**config.mk**
```make
export PLATFORM = sky130hd
export DESIGN_NAME = uart_frame_loader_flat
export DESIGN_NICKNAME = d
export VERILOG_FILES = /design/src/rtl/uart_frame_loader_if.sv /design/src/rtl/uart_frame_loader.sv /design/src/flat_wrapper.sv
export SDC_FILE = /design/constraint.sdc
export NUM_CORES = 1
export LEC_CHECK = 0
export ABC_CLOCK_PERIOD_IN_PS = 1700
export CAP_MARGIN = 20
export CORE_MARGIN = 8
export CORE_UTILIZATION = 45
export DETAILED_ROUTE_END_ITERATION = 16
export GPL_ROUTABILITY_DRIVEN = 0
export MAX_ROUTING_LAYER = met4
export PLACE_DENSITY = 0.71
export SLEW_MARGIN = 5
export SYNTH_ARGS = -nofsm -noshare
export SYNTH_HDL_FRONTEND = slang
export SYNTH_SLANG_ARGS = --single-unit
```
**constraint.sdc**
```tcl
create_clock -name sys_clk -period 1.7 [get_ports sys_clk]
set_input_delay 0.34 -clock sys_clk [delete_from_list [all_inputs] [get_ports sys_clk]]
set_output_delay 0.34 -clock sys_clk [all_outputs]
set_load 0.03 [all_outputs]
```
**src/rtl/uart_frame_loader_if.sv**
```systemverilog
// Byte stream from the UART receiver and the image RAM write port, bundled for the frame loader.
// The loader uses the master view; whatever feeds bytes and captures writes uses the slave view.
interface uart_frame_loader_if #(
   parameter int ADDR_W = 10
);
   logic              rx_done;
   logic [7:0]        rx_byte;
   logic              mem_we;
   logic [ADDR_W-1:0] mem_addr;
   logic [7:0]        mem_wdata;

   modport master (
      input  rx_done,
      input  rx_byte,
      output mem_we,
      output mem_addr,
      output mem_wdata
   );

   modport slave (
      output rx_done,
      output rx_byte,
      input  mem_we,
      input  mem_addr,
      input  mem_wdata
   );
endinterface

```
**src/rtl/uart_frame_loader.sv**
```systemverilog
// Hunts an HDR0/HDR1 sync pair, stores one PIX_NUM-byte image into RAM and flags done/error.
// Optional LOADER_CHKSUM_EN adds a trailing mod-256 checksum byte verified in a CHK state.
module uart_frame_loader #(
   parameter int         PIX_NUM     = 784,
   parameter int         ADDR_W      = 10,
   parameter logic [7:0] HDR0        = 8'hAA,
   parameter logic [7:0] HDR1        = 8'h55,
   parameter int         TIMEOUT_CYC = 500000
) (
   input  logic                  sys_clk,
   input  logic                  sys_rst_n,
   uart_frame_loader_if.master   bus,
   input  logic                  infer_busy,
   output logic                  frame_done,
   output logic                  frame_err,
   output logic [1:0]            err_code,
   output logic                  busy
);

   localparam int                TMO_W    = $clog2(TIMEOUT_CYC + 1);
   localparam logic [ADDR_W-1:0] LAST_PIX = ADDR_W'(PIX_NUM - 1);
   localparam logic [TMO_W-1:0]  TMO_LAST = TMO_W'(TIMEOUT_CYC - 1);

   localparam logic [1:0] ERR_NONE = 2'b00;
   localparam logic [1:0] ERR_TMO  = 2'b01;
   localparam logic [1:0] ERR_BUSY = 2'b11;

`ifdef LOADER_CHKSUM_EN
   localparam logic [1:0] ERR_CHK  = 2'b10;
   typedef enum logic [2:0] {IDLE, HDR, DATA, CHK, DONE} state_t;
`else
   typedef enum logic [2:0] {IDLE, HDR, DATA, DONE} state_t;
`endif

   state_t            state_q, state_d;
   logic [ADDR_W-1:0] pix_q, pix_d;
   logic [TMO_W-1:0]  tmo_q, tmo_d;
   logic              mem_we_q, mem_we_d;
   logic [ADDR_W-1:0] mem_addr_q, mem_addr_d;
   logic [7:0]        mem_wdata_q, mem_wdata_d;
   logic              frame_done_q, frame_done_d;
   logic              frame_err_q, frame_err_d;
   logic [1:0]        err_code_q, err_code_d;
   logic              busy_q, busy_d;
`ifdef LOADER_CHKSUM_EN
   logic [7:0]        sum_q, sum_d;
`endif

   always_ff @(posedge sys_clk or negedge sys_rst_n) begin
      if (!sys_rst_n) begin
         state_q      <= IDLE;
         pix_q        <= '0;
         tmo_q        <= '0;
         mem_we_q     <= 1'b0;
         mem_addr_q   <= '0;
         mem_wdata_q  <= '0;
         frame_done_q <= 1'b0;
         frame_err_q  <= 1'b0;
         err_code_q   <= ERR_NONE;
         busy_q       <= 1'b0;
`ifdef LOADER_CHKSUM_EN
         sum_q        <= '0;
`endif
      end else begin
         state_q      <= state_d;
         pix_q        <= pix_d;
         tmo_q        <= tmo_d;
         mem_we_q     <= mem_we_d;
         mem_addr_q   <= mem_addr_d;
         mem_wdata_q  <= mem_wdata_d;
         frame_done_q <= frame_done_d;
         frame_err_q  <= frame_err_d;
         err_code_q   <= err_code_d;
         busy_q       <= busy_d;
`ifdef LOADER_CHKSUM_EN
         sum_q        <= sum_d;
`endif
      end
   end

   always_comb begin
      state_d      = state_q;
      pix_d        = pix_q;
      tmo_d        = '0;
      mem_we_d     = 1'b0;
      mem_addr_d   = mem_addr_q;
      mem_wdata_d  = mem_wdata_q;
      frame_done_d = 1'b0;
      frame_err_d  = 1'b0;
      err_code_d   = err_code_q;
`ifdef LOADER_CHKSUM_EN
      sum_d        = sum_q;
`endif

      // Inter-byte watchdog; a byte arriving on the limit cycle takes priority
      if ((state_q == HDR) || (state_q == DATA)
`ifdef LOADER_CHKSUM_EN
          || (state_q == CHK)
`endif
         ) begin
         if (bus.rx_done) begin
            tmo_d = '0;
         end else if (tmo_q == TMO_LAST) begin
            state_d     = IDLE;
            frame_err_d = 1'b1;
            err_code_d  = ERR_TMO;
         end else begin
            tmo_d = tmo_q + 1'b1;
         end
      end

      case (state_q)
         IDLE: begin
            if (bus.rx_done && (bus.rx_byte == HDR0)) state_d = HDR;
         end
         HDR: begin
            if (bus.rx_done) begin
               if (bus.rx_byte == HDR1) begin
                  if (infer_busy) begin
                     state_d     = IDLE;
                     frame_err_d = 1'b1;
                     err_code_d  = ERR_BUSY;
                  end else begin
                     state_d = DATA;
                     pix_d   = '0;
`ifdef LOADER_CHKSUM_EN
                     sum_d   = '0;
`endif
                  end
               end else if (bus.rx_byte != HDR0) begin
                  state_d = IDLE;
               end
            end
         end
         DATA: begin
            if (bus.rx_done) begin
               mem_we_d    = 1'b1;
               mem_addr_d  = pix_q;
               mem_wdata_d = bus.rx_byte;
`ifdef LOADER_CHKSUM_EN
               sum_d       = sum_q + bus.rx_byte;
`endif
               if (pix_q == LAST_PIX) begin
`ifdef LOADER_CHKSUM_EN
                  state_d = CHK;
`else
                  state_d = DONE;
`endif
               end else begin
                  pix_d = pix_q + 1'b1;
               end
            end
         end
`ifdef LOADER_CHKSUM_EN
         // Done is flagged straight from the checksum byte so it lands one cycle after it
         CHK: begin
            if (bus.rx_done) begin
               if (bus.rx_byte == sum_q) begin
                  state_d      = DONE;
                  frame_done_d = 1'b1;
                  err_code_d   = ERR_NONE;
               end else begin
                  state_d     = IDLE;
                  frame_err_d = 1'b1;
                  err_code_d  = ERR_CHK;
               end
            end
         end
`endif
         DONE: begin
`ifndef LOADER_CHKSUM_EN
            frame_done_d = 1'b1;
            err_code_d   = ERR_NONE;
`endif
            state_d = IDLE;
         end
         default: state_d = IDLE;
      endcase

      busy_d = (state_d != IDLE);
   end

   assign bus.mem_we    = mem_we_q;
   assign bus.mem_addr  = mem_addr_q;
   assign bus.mem_wdata = mem_wdata_q;
   assign frame_done    = frame_done_q;
   assign frame_err     = frame_err_q;
   assign err_code      = err_code_q;
   assign busy          = busy_q;

endmodule

```
**src/flat_wrapper.sv**
```systemverilog
// flat-port wrapper written by rule: the top's interface ports become plain ports
module uart_frame_loader_flat 
#(
   parameter int         PIX_NUM     = 784,
   parameter int         ADDR_W      = 10,
   parameter logic [7:0] HDR0        = 8'hAA,
   parameter logic [7:0] HDR1        = 8'h55,
   parameter int         TIMEOUT_CYC = 500000
)
  (sys_clk, sys_rst_n, infer_busy, frame_done, frame_err, err_code, busy, bus_rx_done, bus_rx_byte, bus_mem_we, bus_mem_addr, bus_mem_wdata);
  uart_frame_loader_if #(.ADDR_W(ADDR_W)) bus_i ();
  input  logic sys_clk;
  input  logic sys_rst_n;
  input  logic infer_busy;
  output logic frame_done;
  output logic frame_err;
  output logic [1:0] err_code;
  output logic busy;
  input wire logic [$bits(bus_i.rx_done)-1:0] bus_rx_done;
  input wire logic [$bits(bus_i.rx_byte)-1:0] bus_rx_byte;
  output wire logic [$bits(bus_i.mem_we)-1:0] bus_mem_we;
  output wire logic [$bits(bus_i.mem_addr)-1:0] bus_mem_addr;
  output wire logic [$bits(bus_i.mem_wdata)-1:0] bus_mem_wdata;
  assign bus_i.rx_done = bus_rx_done;
  assign bus_i.rx_byte = bus_rx_byte;
  assign bus_mem_we = bus_i.mem_we;
  assign bus_mem_addr = bus_i.mem_addr;
  assign bus_mem_wdata = bus_i.mem_wdata;
  uart_frame_loader #(.PIX_NUM(PIX_NUM), .ADDR_W(ADDR_W), .HDR0(HDR0), .HDR1(HDR1), .TIMEOUT_CYC(TIMEOUT_CYC)) u_core (.sys_clk(sys_clk), .sys_rst_n(sys_rst_n), .bus(bus_i), .infer_busy(infer_busy), .frame_done(frame_done), .frame_err(frame_err), .err_code(err_code), .busy(busy));
endmodule
```
# After elaboration in Yosys (flattened, before gate mapping)
# Cells that the tools add are included.
[classes]
add_sub_neg = 2
eq_ne = 13
muxes = 37
reduce_logical = 7
[op_table]
columns = ["op", "n"]
rows = [
  ["$mux 19", 3],
  ["$mux 10", 5],
  ["$mux 3", 9],
  ["$pmux 10 s2", 1],
  ["$add 19x1->19 const B", 1],
  ["$eq 19x19->1 const B", 1],
  ["$mux 2", 7],
  ["$add 10x1->10 const B", 1],
  ["$eq 10x10->1 const B", 1],
  ["$mux 1", 10],
  ["$ne 2x2->1 const B", 5],
  ["$pmux 3 s3", 1],
  ["$eq 8x7->1 const B", 1],
  ["$eq 8x8->1 const B", 1],
  ["$ne 8x8->1 const B", 1],
  ["$eq 3x2->1 const B", 2],
  ["$reduce_and 6->1", 1],
  ["$pmux 2 s2", 1],
  ["$eq 3x1->1 const B", 1],
  ["$logic_not 3->1", 1],
  ["$reduce_bool 3->1", 1],
  ["$reduce_and 2->1", 1],
  ["$reduce_bool 2->1", 1],
  ["$logic_and 1x1->1", 1],
  ["$logic_or 1x1->1", 1],
]
[totals]
register_bits = 56
elab_cells = 69

# Depth between registers and ports, before layout
# Gate-level depths: netlist (run 1).
[depth]
ltp_word = 9
mapped_depth = 7

# Least setup slack after synthesis (run 1)
# No wires, ideal clock.
[synth_timing]
path_kind = "register to register"
startpoint = "register u_core.pix_q[0]"
endpoint = "register u_core.pix_q[2]"
arrival_time_ns = 1.674
t_required_ns = 1.559
path_slack_ns = -0.116
path_stages_with_launch = 7
path_buffers = 1
period_less_slack_ns = 1.816
cell_sequence = "dfrtp_1 ha_1 and3_1 and4_1 buf_2 a211oi_4 a31oi_1"
[synth_via]
elab_chain_cells = 4
[synth_lines]
columns = ["element", "line_no", "rtl"]
rows = [
  ["start: declaration", "uart_frame_loader.sv:36", "logic [ADDR_W-1:0] pix_q, pix_d;"],
  ["start signal: assignment", "uart_frame_loader.sv:66", "pix_q <= pix_d;"],
  ["$add 10x1->10", "uart_frame_loader.sv:150", "pix_d = pix_q + 1'b1;"],
  ["$mux 10", "uart_frame_loader.sv:143", "if (pix_q == LAST_PIX) begin"],
  ["$mux 10", "uart_frame_loader.sv:136", "if (bus.rx_done) begin"],
  ["$pmux 10 s2", "uart_frame_loader.sv:112", "case (state_q)"],
]
# Parallel ways exist; a longest one is shown, timed or not. The select of a mux whose other input is x is not followed.
# A chain may end at the register's enable or synchronous reset.

# Final worst setup path (run 1)
[layout_timing]
startpoint = "register u_core.state_q[0]"
endpoint = "register u_core.tmo_q[16]"
[layout_via]
elab_chain_cells = 3
[layout_lines]
columns = ["element", "line_no", "rtl"]
rows = [
  ["start: declaration", "uart_frame_loader.sv:35", "state_t state_q, state_d;"],
  ["start signal: assignment", "uart_frame_loader.sv:65", "state_q <= state_d;"],
  ["$eq 3x1->1 / $eq 3x2->1 (equally long branches)", "uart_frame_loader.sv:96", "if ((state_q == HDR) || (state_q == DATA)"],
  ["$logic_or 1x1->1 *", "uart_frame_loader.sv:96", ""],
  ["$mux 19 *", "uart_frame_loader.sv:96", ""],
  ["named net u_core.tmo_d[16]", "uart_frame_loader.sv:37", "logic [TMO_W-1:0] tmo_q, tmo_d;"],
  ["end signal: assignment", "uart_frame_loader.sv:67", "tmo_q <= tmo_d;"],
  ["end: declaration", "uart_frame_loader.sv:37", ""],
]
# Mark *: on every way through the listed nets, which the timed path passes. The rest lies on a longest branch.

==> results of run 1 <==
[per-layer routing]
layer	up-vias	part of all wire	GRT usage
li1	1178	-	-
met1	1200	0.47	0.213
met2	52	0.48	0.268
met3	9	0.044	0.0377
met4	0	0.010	0.0309
met5	-	0	-
[stage by stage]
step / instance area [um2] / power, uW / hold WS (ps) / setup TNS (ps)
4_1_cts: 3730 / 2360 / 26.2 / 0
6_report: 3870 / 2350 / 2.30 / 0
2_1_floorplan: 2710 / 1410 / 44.4 / -26.6
3_3_place_gp: 3520 / 1500 / 360 / -7230
5_1_grt: 3870 / 2420 / 37.4 / -1000
3_5_place_dp: 3520 / 1500 / 363 / -8010
[registers in the layout, summed over array words and instances, names as in the netlist]
register and cells:
u_core.bus.mem_we 1, u_core.bus.mem_addr 10, u_core.bus.mem_wdata 8, u_core.state_q 3, u_core.err_code 2, u_core.pix_q 10
u_core.frame_done 1, u_core.tmo_q 19, u_core.busy 1, u_core.frame_err 1
[synth_stat cells, types with 2 or more instances]
| library cell | number | area (um2) |
|---|---|---|
| or4_1 | 5 | 37.5 |
| dfrtp_1 | 56 | 1400 |
| and4_1 | 4 | 35.0 |
| nor2b_1 | 2 | 12.5 |
| nor4bb_1 | 2 | 20.0 |
| a21boi_0 | 3 | 22.5 |
| nand4bb_1 | 3 | 33.8 |
| nor4_1 | 5 | 31.3 |
| and2_1 | 3 | 18.8 |
| xnor2_1 | 6 | 52.6 |
| inv_1 | 10 | 37.5 |
| a31oi_1 | 4 | 25.0 |
| or3_1 | 5 | 31.3 |
| o21ai_0 | 8 | 40.0 |
| o31ai_1 | 6 | 45.0 |
| ha_1 | 2 | 25.0 |
| clkbuf_1 | 5 | 18.8 |
| nand4_2 | 2 | 25.0 |
| and3_1 | 5 | 31.3 |
| nand3_1 | 12 | 60.1 |
| nand2b_1 | 6 | 37.5 |
| buf_2 | 3 | 15.0 |
| nand4_1 | 6 | 37.5 |
| a2bb2oi_1 | 5 | 43.8 |
| xor2_1 | 5 | 43.8 |
| a21oi_1 | 12 | 60.1 |
| nor2_1 | 18 | 67.6 |
| nor3_1 | 5 | 25.0 |
| o21ai_1 | 4 | 20.0 |
| nand2_1 | 57 | 214 |
[cell families (layout without fill, tap and decap cells)]
| logic type | after synthesis | in the layout |
|---|---|---|
| buffers and inverters | 20 | 112 |
| adders and majority gates | 2 | 2 |
| and+or+nand+nor | 143 | 143 |
| DFF | 56 | 56 |
| AOI/OAI and AO/OA | 49 | 49 |
| xor gates and xnor gates | 11 | 11 |
| other | 1 | 1 |
[timing repair]
| item | CTS | global route |
|---|---|---|
| endpoints found under the setup margin | 34 | 38 |
| hold buffers | 0 | 0 |
| pin swaps | 5 | 7 |
| resized for setup | 25 | 36 |
| buffers inserted | 3 | 2 |
[worst paths after layout]
kind / slack, ps / cells past startpoint / startpoint / end
setup reg to reg: 7 / 7 / u_core.state_q[0]$_DFF_PN0_ / u_core.tmo_q[16]$_DFF_PN0_
hold reg to reg: 480 / 2 / u_core.bus.mem_addr[7]$_DFFE_PN0P_ / u_core.bus.mem_addr[7]$_DFFE_PN0P_
max in group asynchronous: 1430 / 2 / sys_rst_n / u_core.tmo_q[7]$_DFF_PN0_
min in group sys_clk: 480 / 2 / u_core.bus.mem_addr[7]$_DFFE_PN0P_ / u_core.bus.mem_addr[7]$_DFFE_PN0P_
hold / removal: 2 / 2 / sys_rst_n / u_core.bus.mem_addr[7]$_DFFE_PN0P_
setup / recovery: 7 / 7 / u_core.state_q[0]$_DFF_PN0_ / u_core.tmo_q[16]$_DFF_PN0_
[area by class of cell]
type,count,share of cell area
multi-input cells,206,0.356
inverters,11,0.0107
flip-flops and latches,56,0.362
clock buffers,6,0.0187
repair buffers,93,0.219
clock inverters,2,0.00905
well taps,75,0.0242
[power by group]
part           leakage [uW]  switching [uW]  internal, uW
Sequential         0.000762            6.53          1340
Combinational       0.00123            74.8          66.4
Clock             0.0000552             425           438
Total               0.00205             506          1840
==> impl_metrics.py, run 1 <==
metrics = {
    "global_route": {
        "grt_max_degree": 57,
        "grt_pass1_wl_mm": 11.4,
        "globalRouteOverflowTotal": 0,
        "antenna_found_initial": 0,
        "grt_usage": 0.167,
        "grt_pass1_vias": 2435,
    },
    "floorplanning": {
        "core_area_um2": 5850,
        "die_h_um": 93.2,
        "pin_count": 36,
        "die_area_um2": 8680,
        "die_w_um": 93.2,
        "start_util": 0.458,
        "rows": 28,
    },
    "power": {
        "ir_drop_mv": 0.422,
        "power_density_nw_per_um2": 607,
        "p_leak_uw": 0.00205,
    },
    "critical_path": {
        "cp_num_buf_inv": 3,
        "cp-start-kind": "flip-flop",
        "critPathCaptureType": "flip-flop",
        "cp_slowest_stage_delay_ps": 420,
        "path_delay_family": "buffers and inverters",
        "path_cells": "buf_4 -> nor2b_2 -> o21ai_1 -> buf_4 -> o21bai_4 -> buf_4 -> a21oi_1",
        "critical_path_class": "flip-flop to flip-flop",
        "cp_max_fo": 6,
        "timing.critical_path.arrival_ps": 1880,
        "crit_required_ps": 1880,
        "critPathSlowestCell": "dfrtp_1",
        "path_common_cell": "buf_4",
    },
    "timing": {
        "finalWorstSetupSlack_ps": 7.35,
        "period_minus_slack_ps": 1690,
        "skew_ps": 7.74,
        "post-route-period-util": 0.996,
        "rsz0062_at_grt": "true",
        "max_freq_mhz": 591,
        "report.final.slew_viol_count": 0,
        "final_hold_viol_count": 0,
        "setup_viol": 0,
    },
    "finish": {
        "utilization": 0.662,
        "nets": 387,
        "final_cell_mix": "56 x nand2_1, 55 x dfrtp_1, 53 x buf_4, 18 x nor2_1, 18 x dlymetal6s2s_1",
        "multi_input_area_um2": 1380,
        "area_growth_pct": 44.4,
        "n_antenna_cell": 0,
        "final_common_cell": "nand2_1",
        "fin_cells": 449,
        "layout.area.seq_um2": 1400,
        "layout-drive-gt1-share": 0.257,
        "nFillCells": 449,
    },
    "clock_tree": {
        "root_buffer": "clkbuf_8",
        "cts_made_buffers": 5,
        "clock-sinks": 56,
        "h-tree-depth": 2,
        "clockBufferDepth": 2,
        "cts_tree": "built",
        "clk_latency_ps": 310,
        "clk_pin_slew_ps": 100,
    },
    "synth": {
        "ys.warnings.count": 0,
        "seq_area_frac_synth": 0.523,
        "synth_seq_cells": 56,
        "synth_simple_gate_area_frac": 0.278,
        "synth_xor_area_frac": 0.0359,
        "synth_compound_area_frac": 0.124,
        "yosysUniqueCellTypes": 43,
        "synth_ff_type": "dfrtp_1",
        "synthMuxAreaShare": 0,
        "syn-cell-area_um2": 2680,
        "syn_avg_cell_area_um2": 9.51,
        "syn_nets": 296,
        "synth_top_family_by_area": "simple AND/OR/NAND/NOR gates",
        "synth_edf_count": 0,
        "synth_fa_ha_area_frac": 0.00933,
        "netlist_instances": 282,
        "async_flop_share": 1.00,
    },
    "routing": {
        "via_per_inst": 5.43,
        "routedWlPerCell_um": 15.9,
        "dr.pass1.iters": 4,
        "drc": 0,
        "drt_wl_total_mm": 7.13,
        "num_vias": 2439,
        "drtIter0Drc": 97,
        "drtAntennaViolNets": 0,
    },
    "place": {
        "hpwlAfterDp_mm": 4.96,
        "placed_cells": 436,
        "place_worst_setup_slack_ps": -531,
        "io_buffers": 35,
    },
    "flow_run": {
        "max_cap_viol_count": 0,
    },
    "worst_hold_path": {
        "hold_class": "primary input to async pin",
    },
    "outcome": {
        "outcome": "finished, final reports clean",
    },
}
Power figures use the tool's default switching activity.
==> run 2, diff against run 1 <==
--- a/config.mk
+++ b/config.mk
@@ -5,7 +5,7 @@
 export SDC_FILE = /design/constraint.sdc
 export NUM_CORES = 1
 export LEC_CHECK = 0
-export ABC_CLOCK_PERIOD_IN_PS = 1700
+export ABC_CLOCK_PERIOD_IN_PS = 1500
 export CAP_MARGIN = 20
 export CORE_MARGIN = 8
 export CORE_UTILIZATION = 45
@@ -13,7 +13,6 @@
 export GPL_ROUTABILITY_DRIVEN = 0
 export MAX_ROUTING_LAYER = met4
 export PLACE_DENSITY = 0.71
-export SLEW_MARGIN = 5
 export SYNTH_ARGS = -nofsm -noshare
 export SYNTH_HDL_FRONTEND = slang
 export SYNTH_SLANG_ARGS = --single-unit
==> constraint.sdc (replaced) <==
create_clock -name sys_clk -period 1.5 [get_ports sys_clk]
set_input_delay 0.3 -clock sys_clk [delete_from_list [all_inputs] [get_ports sys_clk]]
set_output_delay 0.3 -clock sys_clk [all_outputs]
set_load 0.03 [all_outputs]
==> run 2 against run 1 <==
Die area unchanged; cell area rose by 7.5%; clock power decreased by 2%; non-clock buffer count grew 19; core utilization up 5.0 points; sequential share of layout area is 2.5 points lower; hold slack improved by 240 ps; critical path depth down 2; combinational power increased by 28%; sequential power rose by 13%; critical endpoint is now u_core.pix_q[2]$_DFFE_PN0P_; the flow now finishes with violations (setup timing).
==> impl_metrics.py, run 2 (synthesis results as in run 1) <==
metrics = {
    "clock_tree": {
        "h-tree-depth": 2,
        "cts_tree": "built",
        "clock-sinks": 56,
        "clockBufferDepth": 2,
        "clk_latency_ps": 300,
        "root_buffer": "clkbuf_8",
        "clk_pin_slew_ps": 100,
        "cts_made_buffers": 5,
    },
    "global_route": {
        "grt_pass1_vias": 2555,
        "globalRouteOverflowTotal": 0,
        "grt_max_degree": 57,
        "grt_usage": 0.178,
        "grt_pass1_wl_mm": 12.2,
        "antenna_found_initial": 0,
    },
    "routing": {
        "num_vias": 2550,
        "routedWlPerCell_um": 15.8,
        "drt_wl_total_mm": 7.41,
        "drc": 0,
        "drtAntennaViolNets": 0,
        "drtIter0Drc": 133,
        "dr.pass1.iters": 4,
        "via_per_inst": 5.45,
    },
    "critical_path": {
        "timing.critical_path.arrival_ps": 1860,
        "critical_path_class": "primary input to flip-flop",
        "cp_num_buf_inv": 2,
        "path_delay_family": "buffers and inverters",
        "crit_required_ps": 1700,
        "cp-startpoint": "infer_busy",
        "critPathSlowestCell": "or4_4",
        "cp-start-kind": "primary input",
        "critPathCaptureType": "flip-flop",
        "r2r-start": "u_core.state_q[1]$_DFF_PN0_",
        "cp_slowest_stage_delay_ps": 570,
        "cp_max_fo": 5,
        "path_cells": "clkdlybuf4s50_1 -> or4_4 -> a211oi_4 -> buf_6 -> a31oi_1",
    },
    "timing": {
        "max_freq_mhz": 600,
        "setup_viol": 33,
        "post-route-period-util": 1.11,
        "period_minus_slack_ps": 1670,
        "skew_ps": 7.10,
        "finalWorstSetupSlack_ps": -168,
        "rsz0062_at_grt": "true",
        "final_hold_viol_count": 0,
        "report.final.slew_viol_count": 0,
    },
    "finish": {
        "final_cell_mix": "65 x buf_4, 55 x nand2_1, 53 x dfrtp_1, 28 x dlygate4sd2_1",
        "area_growth_pct": 55.2,
        "n_antenna_cell": 0,
        "utilization": 0.712,
        "nets": 406,
        "largest_reg_flops": 19,
        "layout-drive-gt1-share": 0.379,
        "top_register": "u_core.tmo_q",
        "final_common_cell": "buf_4",
    },
    "power": {
        "p_sw_frac": 0.227,
        "p_seq_frac": 0.598,
        "clkPwrFrac": 0.331,
        "p_leak_uw": 0.00194,
        "switchingPower_uw": 581,
        "ir_drop_mv": 0.433,
        "p_int_uw": 1970,
        "power_density_nw_per_um2": 614,
        "p_comb_frac": 0.071,
    },
    "floorplanning": {
        "start_util": 0.458,
        "die_h_um": 93.2,
        "pin_count": 36,
        "core_area_um2": 5850,
        "die_area_um2": 8680,
        "die_w_um": 93.2,
        "rows": 28,
    },
    "outcome": {
        "violations": "setup timing",
        "outcome": "finished with violations",
    },
    "worst_hold_path": {
        "worstHoldStart": "bus_rx_byte[7]",
        "hold_class": "primary input to flip-flop",
    },
    "place": {
        "hpwlAfterDp_mm": 5.01,
        "io_buffers": 35,
        "place_worst_setup_slack_ps": -731,
    },
    "flow_run": {
        "max_cap_viol_count": 0,
    },
}
-- run 2: changes by cell type in the layout (fill, tap and decap cells not counted), moves of 4 or more --
| cell | previous run | this run |
|---|---|---|
| nor3_1 | 5 | 1 |
| dlygate4sd2_1 | 12 | 28 |
| a21oi_2 | 1 | 5 |
| dlymetal6s2s_1 | 18 | 0 |
| a2bb2oi_1 | 4 | 0 |
| buf_4 | 53 | 65 |
| a21oi_1 | 11 | 7 |
| nor2_1 | 18 | 10 |
| nor2_2 | 0 | 7 |
| a2bb2oi_2 | 1 | 5 |
-- run 2: final timing paths --
| check | to | slack, ps | depth (start not counted) |
|---|---|---|---|
| max | u_core.pix_q[2]$_DFFE_PN0P_ | -170 | 5 |
| min | u_core.bus.mem_wdata[7]$_DFFE_PN0P_ | 240 | 3 |
| max reg2reg | u_core.pix_q[2]$_DFFE_PN0P_ | -160 | 5 |
| min reg2reg | u_core.bus.mem_addr[7]$_DFFE_PN0P_ | 470 | 2 |
| max in group asynchronous | u_core.tmo_q[7]$_DFF_PN0_ | 730 | 3 |
| min in group asynchronous | u_core.bus.mem_addr[9]$_DFFE_PN0P_ | 520 | 3 |
-- run 2: area by class of cell --
class                      count  area [um2]
clock buffer                   6        82.6
clock inverter                 2        10.0
fill                         426        1690
inverter                      11        41.3
multi-input combinational    206        1560
sequential                    56        1410
tap                           75        93.8
timing repair buffer         112         971
-- run 2: through the flow --
step           total power (uW)  instance area (um2)  hold WS, ps  setup TNS, ps  cells
2_1_floorplan              1590                 2750         4.41          -3070    282
3_3_place_gp               1700                 3660          317         -12730    446
3_5_place_dp               1710                 3660          320         -15160    446
4_1_cts                    2550                 4070          373          -5270    467
5_1_grt                    2650                 4160          258          -6060    468
6_report                   2550                 4160          245          -3950    468
-- run 2: layer usage --
metal,vias to the layer above,global-route usage,routed length (um)
li1,1219,-,-
met1,1251,0.230,3380
met2,70,0.277,3540
met3,10,0.0369,386
met4,0,0.0470,99
met5,-,-,0
-- run 2: power groups by stage --
stage	Sequential (uW)	Clock, uW	Combinational, uW
after floorplan	1560	0	33.5
after global placement	1550	0	147
after detailed placement	1550	0	151
after CTS	1530	854	170
after global routing	1530	923	198
final	1530	846	181
-- run 2: timing repair --
| item | in CTS | in global routing |
|---|---|---|
| endpoints found under the setup margin | 70 | 51 |
| cloned | 2 | 0 |
| hold buffers | 1 | 0 |
| gates resized for setup | 79 | 35 |
| hold endpoints to repair | 47 | 0 |
| pin swaps | 23 | 13 |
| setup buffers | 10 | 4 |
-- run 2: worst register-to-register path, cell delays in order, from the launching register on --
cell	delay (ps)
dfrtp_1	420
nand2b_4	160
or4_4	430
a211oi_4	290
buf_6	170
a31oi_1	70
==> run 3, diff against run 2 <==
--- a/config.mk
+++ b/config.mk
@@ -13,6 +13,7 @@
 export GPL_ROUTABILITY_DRIVEN = 0
 export MAX_ROUTING_LAYER = met4
 export PLACE_DENSITY = 0.71
+export SLEW_MARGIN = 20
 export SYNTH_ARGS = -nofsm -noshare
 export SYNTH_HDL_FRONTEND = slang
 export SYNTH_SLANG_ARGS = --single-unit
==> results of run 3 <==
The final DEF is identical to that of run 2; final timing and power are the same.
